File: config.mk
export PLATFORM = sky130hd
export DESIGN_NAME = param_accum_core
export DESIGN_NICKNAME = d
export VERILOG_FILES = /design/src/rtl/param_accum_core.sv
export SDC_FILE = /design/constraint.sdc
export NUM_CORES = 1
export LEC_CHECK = 0
export CAP_MARGIN = 20
export CORE_MARGIN = 2
export CORE_UTILIZATION = 48
export DETAILED_ROUTE_END_ITERATION = 10
export PLACE_DENSITY = 0.69
export SLEW_MARGIN = 20
export SYNTH_ARGS = -nofsm -noshare
export SYNTH_HDL_FRONTEND = slang
export SYNTH_SLANG_ARGS = --single-unit
File: constraint.sdc
create_clock -name clk -period 7.85 [get_ports clk]
set_input_delay 1.57 -clock clk [delete_from_list [all_inputs] [get_ports clk]]
set_output_delay 1.57 -clock clk [all_outputs]
set_load 0.01 [all_outputs]
File: src/rtl/param_accum_core.sv
// Parametrised accumulator core with req/ack instruction and data ports.
// Optional performance counters are enabled by defining PARAM_ACCUM_CORE_PERF_EN.
module param_accum_core #(
  parameter int              DW     = 16,
  parameter int              AW     = 16,
  parameter int              NREG   = 8,
  parameter logic [DW-1:0]   CORE_X = '0,
  parameter logic [DW-1:0]   CORE_Y = '0
) (
  input  logic          clk,
  input  logic          rst_n,
  input  logic          start,
  output logic          imem_req,
  output logic [AW-1:0] imem_addr,
  input  logic          imem_ack,
  input  logic [15:0]   imem_rdata,
  output logic          dmem_req,
  output logic          dmem_we,
  output logic [AW-1:0] dmem_addr,
  output logic [DW-1:0] dmem_wdata,
  input  logic          dmem_ack,
  input  logic [DW-1:0] dmem_rdata,
  output logic          busy,
  output logic          done,
  output logic [DW-1:0] ac_out,
  output logic [31:0]   perf_cycles,
  output logic [31:0]   perf_retired
);

  localparam int RIW = $clog2(NREG);

  typedef enum logic [2:0] {
    ST_IDLE  = 3'd0,
    ST_FETCH = 3'd1,
    ST_EXEC  = 3'd2,
    ST_MEM   = 3'd3,
    ST_HALT  = 3'd4
  } state_t;

  state_t          state_r, state_s;
  logic [AW-1:0]   pc_r, pc_s;
  logic [15:0]     ir_r;
  logic [DW-1:0]   ac_r, ac_s;
  logic            z_r, z_s, zupd_s;
  logic [DW-1:0]   regs_r [NREG];
  logic            reg_we_s;
  logic [DW-1:0]   reg_wd_s, rval_s;
  logic [3:0]      op_s;
  logic [RIW-1:0]  idx_s;
  logic [7:0]      imm_s;
  logic            imem_req_r, dmem_req_r, dmem_we_r, busy_r, done_r;
  logic [AW-1:0]   dmem_addr_r;
  logic [DW-1:0]   dmem_wdata_r;
  logic            unused_ir_s;

  assign op_s        = ir_r[15:12];
  assign idx_s       = ir_r[8 +: RIW];
  assign imm_s       = ir_r[7:0];
  // Register-index bits above RIW are ignored by design.
  assign unused_ir_s = ^ir_r[11:8];

  // State register
  always_ff @(posedge clk or negedge rst_n) begin
    if (!rst_n) state_r <= ST_IDLE;
    else        state_r <= state_s;
  end

  // Next-state logic
  always_comb begin
    state_s = state_r;
    case (state_r)
      ST_IDLE, ST_HALT: begin
        if (start) state_s = ST_FETCH;
        else       state_s = state_r;
      end
      ST_FETCH: begin
        if (imem_ack) state_s = ST_EXEC;
        else          state_s = ST_FETCH;
      end
      ST_EXEC: begin
        case (op_s)
          4'h8, 4'h9: state_s = ST_MEM;
          4'hF:       state_s = ST_HALT;
          default:    state_s = ST_FETCH;
        endcase
      end
      ST_MEM: begin
        if (dmem_ack) state_s = ST_FETCH;
        else          state_s = ST_MEM;
      end
      default: state_s = ST_IDLE;
    endcase
  end

  // Register-file read mux; indices >= NREG read as zero
  always_comb begin
    rval_s = '0;
    for (int i = 0; i < NREG; i++) begin
      rval_s = (idx_s == RIW'(i)) ? regs_r[i] : rval_s;
    end
  end

  // Datapath next values for PC, AC, Z and register write-back
  always_comb begin
    pc_s     = pc_r;
    ac_s     = ac_r;
    z_s      = z_r;
    zupd_s   = 1'b0;
    reg_we_s = 1'b0;
    reg_wd_s = ac_r;
    case (state_r)
      ST_IDLE, ST_HALT: begin
        if (start) pc_s = '0;
        else       pc_s = pc_r;
      end
      ST_FETCH: begin
        if (imem_ack) pc_s = pc_r + AW'(1);
        else          pc_s = pc_r;
      end
      ST_EXEC: begin
        case (op_s)
          4'h1: begin ac_s = DW'(imm_s);     zupd_s = 1'b1; end
          4'h2: reg_we_s = 1'b1;
          4'h3: begin ac_s = rval_s;         zupd_s = 1'b1; end
          4'h4: begin ac_s = ac_r + rval_s;  zupd_s = 1'b1; end
          4'h5: begin ac_s = ac_r - rval_s;  zupd_s = 1'b1; end
          4'h6: begin ac_s = ac_r * rval_s;  zupd_s = 1'b1; end
          4'h7: begin reg_we_s = 1'b1; reg_wd_s = rval_s + DW'(1); end
          4'hA: begin
            if (z_r) pc_s = AW'(imm_s);
            else     pc_s = pc_r;
          end
          4'hB: pc_s = AW'(imm_s);
          4'hC: ac_s = imm_s[0] ? CORE_Y : CORE_X;
          default: ac_s = ac_r;
        endcase
      end
      ST_MEM: begin
        if (dmem_ack && !dmem_we_r) begin
          ac_s   = dmem_rdata;
          zupd_s = 1'b1;
        end else begin
          ac_s   = ac_r;
        end
      end
      default: pc_s = pc_r;
    endcase
    if (zupd_s) z_s = (ac_s == '0);
    else        z_s = z_r;
  end

  // Architectural state: PC, AC, Z and instruction register
  always_ff @(posedge clk or negedge rst_n) begin
    if (!rst_n) begin
      pc_r <= '0;
      ac_r <= '0;
      z_r  <= 1'b1;
      ir_r <= 16'h0000;
    end else begin
      pc_r <= pc_s;
      ac_r <= ac_s;
      z_r  <= z_s;
      if (state_r == ST_FETCH && imem_ack) ir_r <= imem_rdata;
    end
  end

  // General register file
  always_ff @(posedge clk or negedge rst_n) begin
    if (!rst_n) begin
      for (int i = 0; i < NREG; i++) regs_r[i] <= '0;
    end else begin
      for (int i = 0; i < NREG; i++) begin
        if (reg_we_s && idx_s == RIW'(i)) regs_r[i] <= reg_wd_s;
      end
    end
  end

  // Registered handshake and status outputs, decoded from the next state
  always_ff @(posedge clk or negedge rst_n) begin
    if (!rst_n) begin
      imem_req_r   <= 1'b0;
      dmem_req_r   <= 1'b0;
      dmem_we_r    <= 1'b0;
      dmem_addr_r  <= '0;
      dmem_wdata_r <= '0;
      busy_r       <= 1'b0;
      done_r       <= 1'b0;
    end else begin
      imem_req_r <= (state_s == ST_FETCH);
      dmem_req_r <= (state_s == ST_MEM);
      busy_r     <= (state_s == ST_FETCH) || (state_s == ST_EXEC) || (state_s == ST_MEM);
      done_r     <= (state_s == ST_HALT);
      if (state_r == ST_EXEC) begin
        dmem_we_r    <= (op_s == 4'h9);
        dmem_addr_r  <= rval_s[AW-1:0];
        dmem_wdata_r <= ac_r;
      end
    end
  end

  assign imem_req   = imem_req_r;
  assign imem_addr  = pc_r;
  assign dmem_req   = dmem_req_r;
  assign dmem_we    = dmem_we_r;
  assign dmem_addr  = dmem_addr_r;
  assign dmem_wdata = dmem_wdata_r;
  assign busy       = busy_r;
  assign done       = done_r;
  assign ac_out     = ac_r;

`ifdef PARAM_ACCUM_CORE_PERF_EN
  logic        start_ok_s, retire_s;
  logic [31:0] cyc_r, ret_r;

  assign start_ok_s = start && (state_r == ST_IDLE || state_r == ST_HALT);
  assign retire_s   = (state_r == ST_EXEC && op_s != 4'h8 && op_s != 4'h9) ||
                      (state_r == ST_MEM && dmem_ack);

  // Busy-cycle and retired-instruction counters
  always_ff @(posedge clk or negedge rst_n) begin
    if (!rst_n) begin
      cyc_r <= 32'd0;
      ret_r <= 32'd0;
    end else if (start_ok_s) begin
      cyc_r <= 32'd0;
      ret_r <= 32'd0;
    end else begin
      if (busy_r)   cyc_r <= cyc_r + 32'd1;
      if (retire_s) ret_r <= ret_r + 32'd1;
    end
  end

  assign perf_cycles  = cyc_r;
  assign perf_retired = ret_r;
`else
  assign perf_cycles  = 32'd0;
  assign perf_retired = 32'd0;
`endif

endmodule

* Word-level counts from Yosys, hierarchy flattened
Index checks and enable logic that the tools add are counted.
Word-level totals: output and inout port bits 133, logic and storage cells 107, input bits 37, flip-flop bits (word level) 217
Operators by class: equal/unequal tests 32, reductions and logical operators 22, add/sub/neg operators 4, muxes and demuxes 28, multiply operators 1
Operators with widths (number):
- $mux W16 | 14
- $pmux W16 S6 | 1
- $pmux W16 S2 | 2
- $pmux W16 S3 | 1
- $add A16 B1 Y16 const B | 2
- $eq A4 B4 Y1 const B | 6
- $eq A3 B2 Y1 const B | 6
- $eq A3 B3 Y1 const B | 6
- $add A16 B16 Y16 | 1
- $eq A4 B3 Y1 const B | 4
- $logic_not A16 Y1 | 1
- $mul A16 B16 Y16 | 1
- $sub A16 B16 Y16 | 1
- $pmux W3 S4 | 1
- $logic_and A1 B1 Y1 | 10
- $eq A3 B1 Y1 const B | 3
- $eq A4 B2 Y1 const B | 2
- $logic_not A3 Y1 | 2
- $pmux W3 S2 | 1
- $reduce_or A2 Y1 | 3
- $reduce_and A5 Y1 | 1
- $reduce_or A5 Y1 | 1
- $eq A4 B1 Y1 const B | 1
- $mux W1 | 4
- 9 further kinds | 12

* Depth between registers and ports, before layout
Gate-level depths: netlist of run 1.
depth in word-level cells 13, mapped depth 30, depth with buffers taken out 26

* Least setup slack after synthesis of run 1
OpenSTA, ideal clock, no wires.
kind reg-to-reg, start reg ir_r[9], end reg z_r, setup time 0.063 ns, slack 0.600 ns, path buffers 4, data required time 7.787 ns, stages on the path, launching flop included 27, clock period less this slack 7.250 ns, arrival 7.188 ns, cells stage by stage dfrtp_1 > buf_2 > buf_1 > nand3_1 > nor2_1 > a211oi_1 > clkbuf_1 > clkbuf_1 > nand2_1 > fa_1 > fa_1 > fa_1 > fa_1 > inv_1 > fa_1 > inv_1 > fa_1 > inv_1 > ha_1 > a21oi_1 > nand2_1 > xor2_1 > a221oi_1 > a21oi_1 > or4_1 > nor4_2 > a32o_1
Between the ends: cells in the longest elaborated chain, start to end 13, elaborated cells between the ends (all ways) 22, those cells by class add/sub: 2; mul: 1; eq/ne: 7; mux: 10; reduce/logical: 2
Ends and longest elaborated chain:
- start: declaration | line 42 | logic [15:0] ir_r;
- start signal: assignment | line 163 | if (state_r == ST_FETCH && imem_ack) ir_r <= imem_rdata;
- $logic_not A3 Y1 | line 99 | rval_s = (idx_s == RIW'(i)) ? regs_r[i] : rval_s;
- $mux W16 (7 in series) | line 99
- $mux W16 (*) | line 99
- $mul A16 B16 Y16 (tied with other cells) | line 127 | 4'h6: begin ac_s = ac_r * rval_s; zupd_s = 1'b1; end
- $pmux W16 S6 (*) | line 121 | case (op_s)
- $pmux W16 S2 (*) | line 111 | case (state_r)
- via ac_s[12] | line 43 | logic [DW-1:0] ac_r, ac_s;
- $logic_not A16 Y1 (*) | line 148 | if (zupd_s) z_s = (ac_s == '0);
- end signal: assignment | line 162 | z_r <= z_s;
- end: declaration | line 44 | logic z_r, z_s, zupd_s;
The timed path passes the listed nets; every way through them passes the cells marked *. A chain may end at the register's enable or synchronous reset.

* Final worst setup path of run 1
start reg ir_r[8], end reg z_r
Same word-level chain as after synthesis.

==> impl_results.md, run 1 <==
- Internal reg-to-reg setup slack: 0.36 ns
- Area grow syn2layout: 14.7%
- Top Layer Used: met4
- Core area: 32,500 sq um
- Pre-antenna DRT Iters: 5
- Antenna Nets Post-Route: 0
- Vias in the first global route: 12.7k
- Max-cap check violation count: 0
- Layout cells sized above 1: 10.8%
- Most frequent cells in the layout: 228 x nand2_1, 213 x dfrtp_1, 146 x nor2_1
- Global-route wire length before repair: 69,900 um
- Setup_tns: 0 ns
- Die ar.: 34,400 sq um
- Seq/Total Area, Yosys: 34.2%
- Synth warnings: 0
- Pwr/cell area: 513 nW/um^2
- Clk slew on worst S/H paths: 0.06 ns
- Worst skew pair latency: 0.55 ns
- Initial Utilization: 48.7%
- Worst Path Arrival: 7.97 ns
- Fmax: 133 MHz
- Detailed-route DRC error count: 0
- Die width: 186 um
- Critical Path Start Type: register
- Post-CTS Hold Fix Bufs: 0
- Max Slew Vio Count: 0
- CP required: 8.32 ns
- Setup Skew: 0.0257 ns
- CP max FO: 19
- XOR/XNOR Fraction of Synth Area: 4.36%
- Synth Instances: 1,720
- Synth area leaders: dfrtp_1 34%, fa_1 10%, nand2_1 5.5%
- Crit path from: ir_r[8]
- Hold Crit Class: register to register
- Status: complete, no violations
- Final setup vio count: 0
- Critical R2R Capture: z_r
- Met3 WL: 3020 um
- Hold Path Depth: 2
- Dominant cell type by area after synthesis: dfrtp_1
- Crit Reg-Reg Startpoint: ir_r[8]
- Synthesized area: 15,800 sq um
- CTS Buffer Depth: 3
- Grt total ovfl: 0
- Tcrit/Tclk final: 95.4%
- Die Ht: 186 um
- Worst hold start: dmem_wdata[3]
- All-Layer GR Usage: 26.2%
- Vias/cell: 5.59
- Layout Nets: 1,999
- Primary FF master, synth: dfrtp_1
- Synth Register Bits: 216
- Count of cell types in the netlist: 73
- WL met1: 18,800 um
- Count of final hold-check violations: 0
- Leak: 8.41 nW
- Worst slew pin tran: 1.06 ns
- Hpwl dp: 31,600 um
- H-tree levels: 1
- CTS root buf: clkbuf_16
- Post-synth top area share: 34.0%
- CTS tree: yes
- Worst slew margin: 29.0%
- VDD IR max: 280 uV
- Clk sinks: 216
- Type of the worst setup path: register to register
- Num ports: 170
- Antenna violations before repair: 0
- Unrepaired setup endpoints after global routing: no
- Cells on worst reg2reg path: 24
- Simple-gate share of the synthesized area: 15.9%
- Largest family of logic cells by synthesized area: simple AND/OR/NAND/NOR gates
- Adder-Cell Fraction of Synth Area: 15.6%
- Most common cell after layout, fill and taps aside: nand2_1
- WL final: 44,000 um
- Mux share of post-synthesis cell area: 8.39%
- I/O Buffers: 104
- Total CTS buffers: 24
- Compound-Gate Fraction of Synth Area: 13.0%
- Pin count of the biggest net entering global routing: 81
- Row count: 66
- EDFF count, synth: 0
- Hold EP: dmem_wdata[3]
- Routed wire per std cell: 19.4 um
- Post-layout instance area: 18,100 sq um
- Post-route setup slack: 0.359 ns
- Post-synthesis async set-or-reset flop share: 100%
- Starting DRT DRC Count: 986
- Critical Path Sink Type: register
- Via Count: 12.7k
- Syn avg cell area: 9.20 sq um
- Placed Area: 17,300 sq um
- WL met2: 20,700 um
- Tmin final: 7.49 ns
- GP Congestion: 0.931
- Setup WS pre-CTS: 0.320 ns
==> worst max-delay path, stage by stage, from the launching register on <==
cell       delay [ns]
dfrtp_4          0.63
mux4_1           0.64
mux2_2           0.45
and2_1           0.23
fa_1             0.47
inv_1            0.05
fa_1             0.53
inv_1            0.04
ha_1             0.18
fa_1             0.46
fa_1             0.56
inv_1            0.05
fa_1             0.48
inv_1            0.05
ha_1             0.19
nor2_1           0.15
nand2_1          0.09
o2111ai_1        0.28
nand2_1          0.10
xor2_1           0.16
a221oi_1         0.42
a21oi_1          0.14
or4_1            0.56
nor4_2           0.27
a32o_1           0.22
==> state kept, by name, indices dropped and copies added, names as in the netlist, 3 cells and up <==
signal,flops
ac_out,16
imem_addr,16
ir_r,15
dmem_addr,16
regs_r,128
state_r,3
dmem_wdata,16
==> kinds of logic (layout without fill, tap and decap cells) <==
family	count (synthesis)	in the layout
compound gates	336	336
xor+xnor	74	74
fa+ha+maj	149	149
buf+inv	291	337
flops	216	216
mux	98	98
other cells	1	65
simple gates	555	555
==> power by group <==
group          switching [mW]  total [mW]  internal, mW
combinational            3.51        6.21          2.70
sequential              0.459        1.95          1.49
clock                   0.467        1.16         0.692
total                    4.43        9.31          4.88
==> worst max path at each step <==
stage / cells past startpoint / to / slack (ns)
after global placement: 24 / z_r / 0.45
after detailed placement: 24 / z_r / 0.32
final: 24 / z_r / 0.36
after global routing: 24 / z_r / 0.09
after floorplan: 26 / z_r / 0.60
after CTS: 24 / z_r / 0.26
==> metal layers <==
layer / vias to the layer above / global-route usage, %
met5: - / 0
met4: 0 / 8.44
met3: 103 / 3.68
met2: 455 / 42.9
met1: 6267 / 36.2
li1: 5870 / -
==> synthesized netlist by cell type, types with 12 or more instances <==
cell,number
a21oi_1,99
a221oi_1,14
and2_1,39
buf_4,64
clkbuf_1,76
dfrtp_1,215
fa_1,81
ha_1,68
inv_1,133
mux2_2,60
mux2i_1,17
mux4_2,12
nand2_1,230
nand2b_1,25
nand3_1,18
nor2_1,150
nor2b_1,31
o21ai_0,110
o22ai_1,17
xnor2_1,54
xor2_1,17
==> area by class of cell <==
cell class / count / area (sq um)
clock buffers: 33 / 664
inverters: 136 / 510
diodes: 1 / 2.50
fillers: 2905 / 14400
well taps: 442 / 553
clock inverters: 9 / 148
repair buffers: 159 / 1500
flip-flops and latches: 216 / 5410
multi-input cells: 1276 / 9360
==> timing repair <==
item,CTS,global route
endpoints found under the setup margin,0,1
endpoints found under the hold margin,0,0
setup buffers,0,2
gates resized for setup,0,2
==> per-stage QoR <==
step	utilization, %	hold slack [ns]	total power [mW]	cells
floorplan	-	0.442	6.14	1783
global placement	53.2	0.454	7.95	2227
detailed placement	53.2	0.462	8.03	2227
CTS	55.6	0.475	9.26	2269
global route	55.8	0.488	10.1	2271
finish	55.8	0.470	9.31	2272
Power figures use the tool's default switching activity.
==> run 2: changes to the inputs <==
ABC_AREA = 1   (was unset)
CORE_ASPECT_RATIO = 0.75   (was unset)
==> run 2 against run 1 <==
Worst setup slack gained 0.074 ns; register-to-register slack gained 0.07 ns; utilization grew 0.51 points; sequential share of layout area shrank 1.4 points; cell count grew 24%; sequential cell count is the same; routed wire length grew 21%; critical path depth grew 12; worst hold slack gained 0.0029 ns; global-route usage grew 3.8 points; die area grew 4.4%; critical path type unchanged.
==> impl_results.md, run 2 <==
- Status: complete, no violations (unchanged)
- Post-synthesis async set-or-reset flop share: 100% (unchanged)
- CP max FO: 16 (was 19)
- Row count: 58 (was 66)
- Die Ht: 165 um (was 186 um)
- Synth Instances: 2,227 (was 1,720)
- Worst hold start: regs_r[33] (was dmem_wdata[3])
- Placed Area: 18,200 sq um (was 17,300 sq um)
- Via Count: 15.5k (was 12.7k)
- Most common cell after layout, fill and taps aside: nand2_1 (unchanged)
- Count of final hold-check violations: 0 (unchanged)
- Clk slew on worst S/H paths: 0.07 ns (was 0.06 ns)
- Critical Path Sink Type: register (unchanged)
- Fmax: 135 MHz (was 133 MHz)
- Critical Path Start Type: register (unchanged)
- Pre-antenna DRT Iters: 6 (was 5)
- Synth Register Bits: 216 (unchanged)
- Pwr/cell area: 482 nW/um^2 (was 513 nW/um^2)
- CTS root buf: clkbuf_16 (unchanged)
- Die width: 218 um (was 186 um)
- Finished Layout Cells: 2,826 (was 2,272)
- Final setup vio count: 0 (unchanged)
- I/O Buffers: 104 (unchanged)
- Syn avg cell area: 7.42 sq um (was 9.20 sq um)
- Setup Skew: 0.0389 ns (was 0.0257 ns)
- Worst Path Arrival: 7.93 ns (was 7.97 ns)
- Max Slew Vio Count: 0 (unchanged)
- Tcrit/Tclk final: 94.5% (was 95.4%)
- Area grow syn2layout: 14.9% (was 14.7%)
- Max incr delay on CP: 0.57 ns (was 0.64 ns)
- Worst skew pair latency: 0.57 ns (was 0.55 ns)
- Antenna violations before repair: 0 (unchanged)
- Primary FF master, synth: dfrtp_1 (unchanged)
- Top-count cell post-synth: nand2_1 (unchanged)
- Detailed-route DRC error count: 0 (unchanged)
- All-Layer GR Usage: 30.0% (was 26.2%)
- Starting DRT DRC Count: 1,819 (was 986)
- Setup_tns: 0 ns (unchanged)
- Max-cap check violation count: 0 (unchanged)
- Vias/cell: 5.50 (was 5.59)
- H-tree levels: 1 (unchanged)
- Critical R2R Capture: z_r (unchanged)
- CP required: 8.37 ns (was 8.32 ns)
- Post-route setup slack: 0.433 ns (was 0.359 ns)
- Type of the worst setup path: register to register (unchanged)
- Biggest register: regs_r (unchanged)
- Core area: 33,700 sq um (was 32,500 sq um)
- Vias in the first global route: 14.6k (was 12.7k)
- Worst Setup EP: z_r (unchanged)
- Internal reg-to-reg setup slack: 0.43 ns (was 0.36 ns)
- Initial Utilization: 49.0% (was 48.7%)
- Cells on worst reg2reg path: 36 (was 24)
- Synth warnings: 0 (unchanged)
- Commonest cells post-synth: 616 x nand2_1, 303 x inv_1, 215 x dfrtp_1 (was 230 x nand2_1, 215 x dfrtp_1, 150 x nor2_1)
- VDD IR max: 221 uV (was 280 uV)
- Layout cells sized above 1: 8.12% (was 10.8%)
- Grt total ovfl: 0 (unchanged)
- Leak: 9.62 nW (was 8.41 nW)
- Synth area leaders: dfrtp_1 33%, nand2_1 14%, fa_1 9.8% (was dfrtp_1 34%, fa_1 10%, nand2_1 5.5%)
- Cells after DPL: 2,781 (was 2,227)
- Pin count of the biggest net entering global routing: 143 (was 81)
- Worst slew margin: 21.8% (was 29.0%)
- Hold Crit Class: register to register (unchanged)
- Worst path most repeated cell: nand2_1 (was fa_1)
- Global-route wire length before repair: 82,800 um (was 69,900 um)
- Unrepaired setup endpoints after global routing: no (unchanged)
- Total CTS buffers: 24 (unchanged)
- CP max stage cell: fa_1 (was mux4_1)
- Most frequent cells in the layout: 616 x nand2_1, 302 x inv_1, 215 x dfrtp_1 (was 228 x nand2_1, 213 x dfrtp_1, 146 x nor2_1)
- Crit path from: ir_r[9] (was ir_r[8])
- Seq/Total Area, Yosys: 32.7% (was 34.2%)
- CTS tree: yes (unchanged)
- GP Congestion: 0.972 (was 0.931)
- Count of cell types in the netlist: 61 (was 73)
- Setup WS pre-CTS: 0.410 ns (was 0.320 ns)
- Hpwl dp: 39,900 um (was 31,600 um)
- Tmin final: 7.42 ns (was 7.49 ns)
- Clk sinks: 216 (unchanged)
- Post-synth top area share: 32.6% (was 34.0%)
- Die ar.: 35,900 sq um (was 34,400 sq um)
- Post-layout instance area: 19,000 sq um (was 18,100 sq um)
- Max FFs per register: 128 (unchanged)
- Layout Nets: 2,546 (was 1,999)
- CTS Buffer Depth: 3 (unchanged)
- Dominant cell type by area after synthesis: dfrtp_1 (unchanged)
- EDFF count, synth: 0 (unchanged)
- WL final: 53,400 um (was 44,000 um)
- Ant diodes: 0 (was 1)
- Routed wire per std cell: 18.9 um (was 19.4 um)
- Hold_ws: 0.473 ns (was 0.470 ns)
- Antenna Nets Post-Route: 0 (unchanged)
- Num ports: 170 (unchanged)
- Synthesized area: 16,500 sq um (was 15,800 sq um)
- Worst slew pin tran: 1.17 ns (was 1.06 ns)
- Crit Reg-Reg Startpoint: ir_r[9] (was ir_r[8])
-- run 2: cell types whose count changed in the layout (fill, tap and decap cells not counted), moves of 37 or more --
cell / before / now
nand2_1: 228 / 616
inv_1: 133 / 302
nand3_1: 18 / 117
mux2_2: 60 / 8
nor2_1: 146 / 195
xnor2_1: 54 / 6
nand4_1: 7 / 45
and2_1: 39 / 2
-- run 2: critical path: cells and delay by family, from the launching register on --
kind / cells / cell delay (ns)
adders and majority gates: 7 / 3.41
DFF: 1 / 0.39
and+or+nand+nor: 16 / 1.82
buffers and inverters: 10 / 1.28
AOI/OAI and AO/OA: 3 / 0.45
-- run 2: final cells by class --
cell class                      instances  area, sq um
Fill cell                            3232        14700
Multi-Input combinational cell       1607         9330
Sequential cell                       216         5410
Timing Repair Buffer                  182         1670
Inverter                              329         1240
Clock buffer                           34          688
Tap cell                              450          563
Clock inverter                          8         96.3
-- run 2: logic make-up (layout without fill, tap and decap cells) --
group                    count (synthesis)  count (layout)  synth area share (%)
AO/OA/AOI/OAI                          308             308                  10.6
buffers and inverters                  467             553                  12.3
flip-flops                             216             216                  32.7
AND/OR/NAND/NOR                       1051            1051                  27.4
multiplexers                             8               8                 0.545
XOR/XNOR                                27              27                  1.43
adder cells (fa/ha/maj)                149             149                  15.0
other                                    1              64                0.0227
-- run 2: power breakdown --
group	switching, mW	internal [mW]	leakage (nW)
logic	4.08	2.24	6.34
clock network	0.482	0.647	0.383
registers	0.282	1.43	2.90
-- run 2: routing by layer --
metal	global-route usage, %	routed length (um)
met2	42.6	21700
met4	8.23	1560
met3	7.07	5820
met1	45.4	24400
met5	0	0
-- run 2: worst min-delay path by stage --
stage	end	cells after the start	slack, ns
after detailed placement	regs_r[33]	2	0.46
after global routing	z_r	2	0.50
after CTS	regs_r[33]	2	0.47
after floorplan	regs_r[12]	2	0.44
after global placement	regs_r[33]	2	0.45
final	regs_r[33]	2	0.47
-- run 2: timing repair --
| action | CTS | global route |
|---|---|---|
| hold buffers | 0 | 0 |
| buffers inserted | 0 | 1 |
| setup endpoints to repair | 0 | 1 |
| resized for setup | 0 | 2 |
-- run 2: metrics by stage --
step / utilization (%) / power (mW)
2_1_floorplan: - / 5.67
4_1_cts: 56.2 / 9.02
3_5_place_dp: 53.8 / 7.82
5_1_grt: 56.3 / 9.92
3_3_place_gp: 53.8 / 7.75
6_report: 56.3 / 9.16
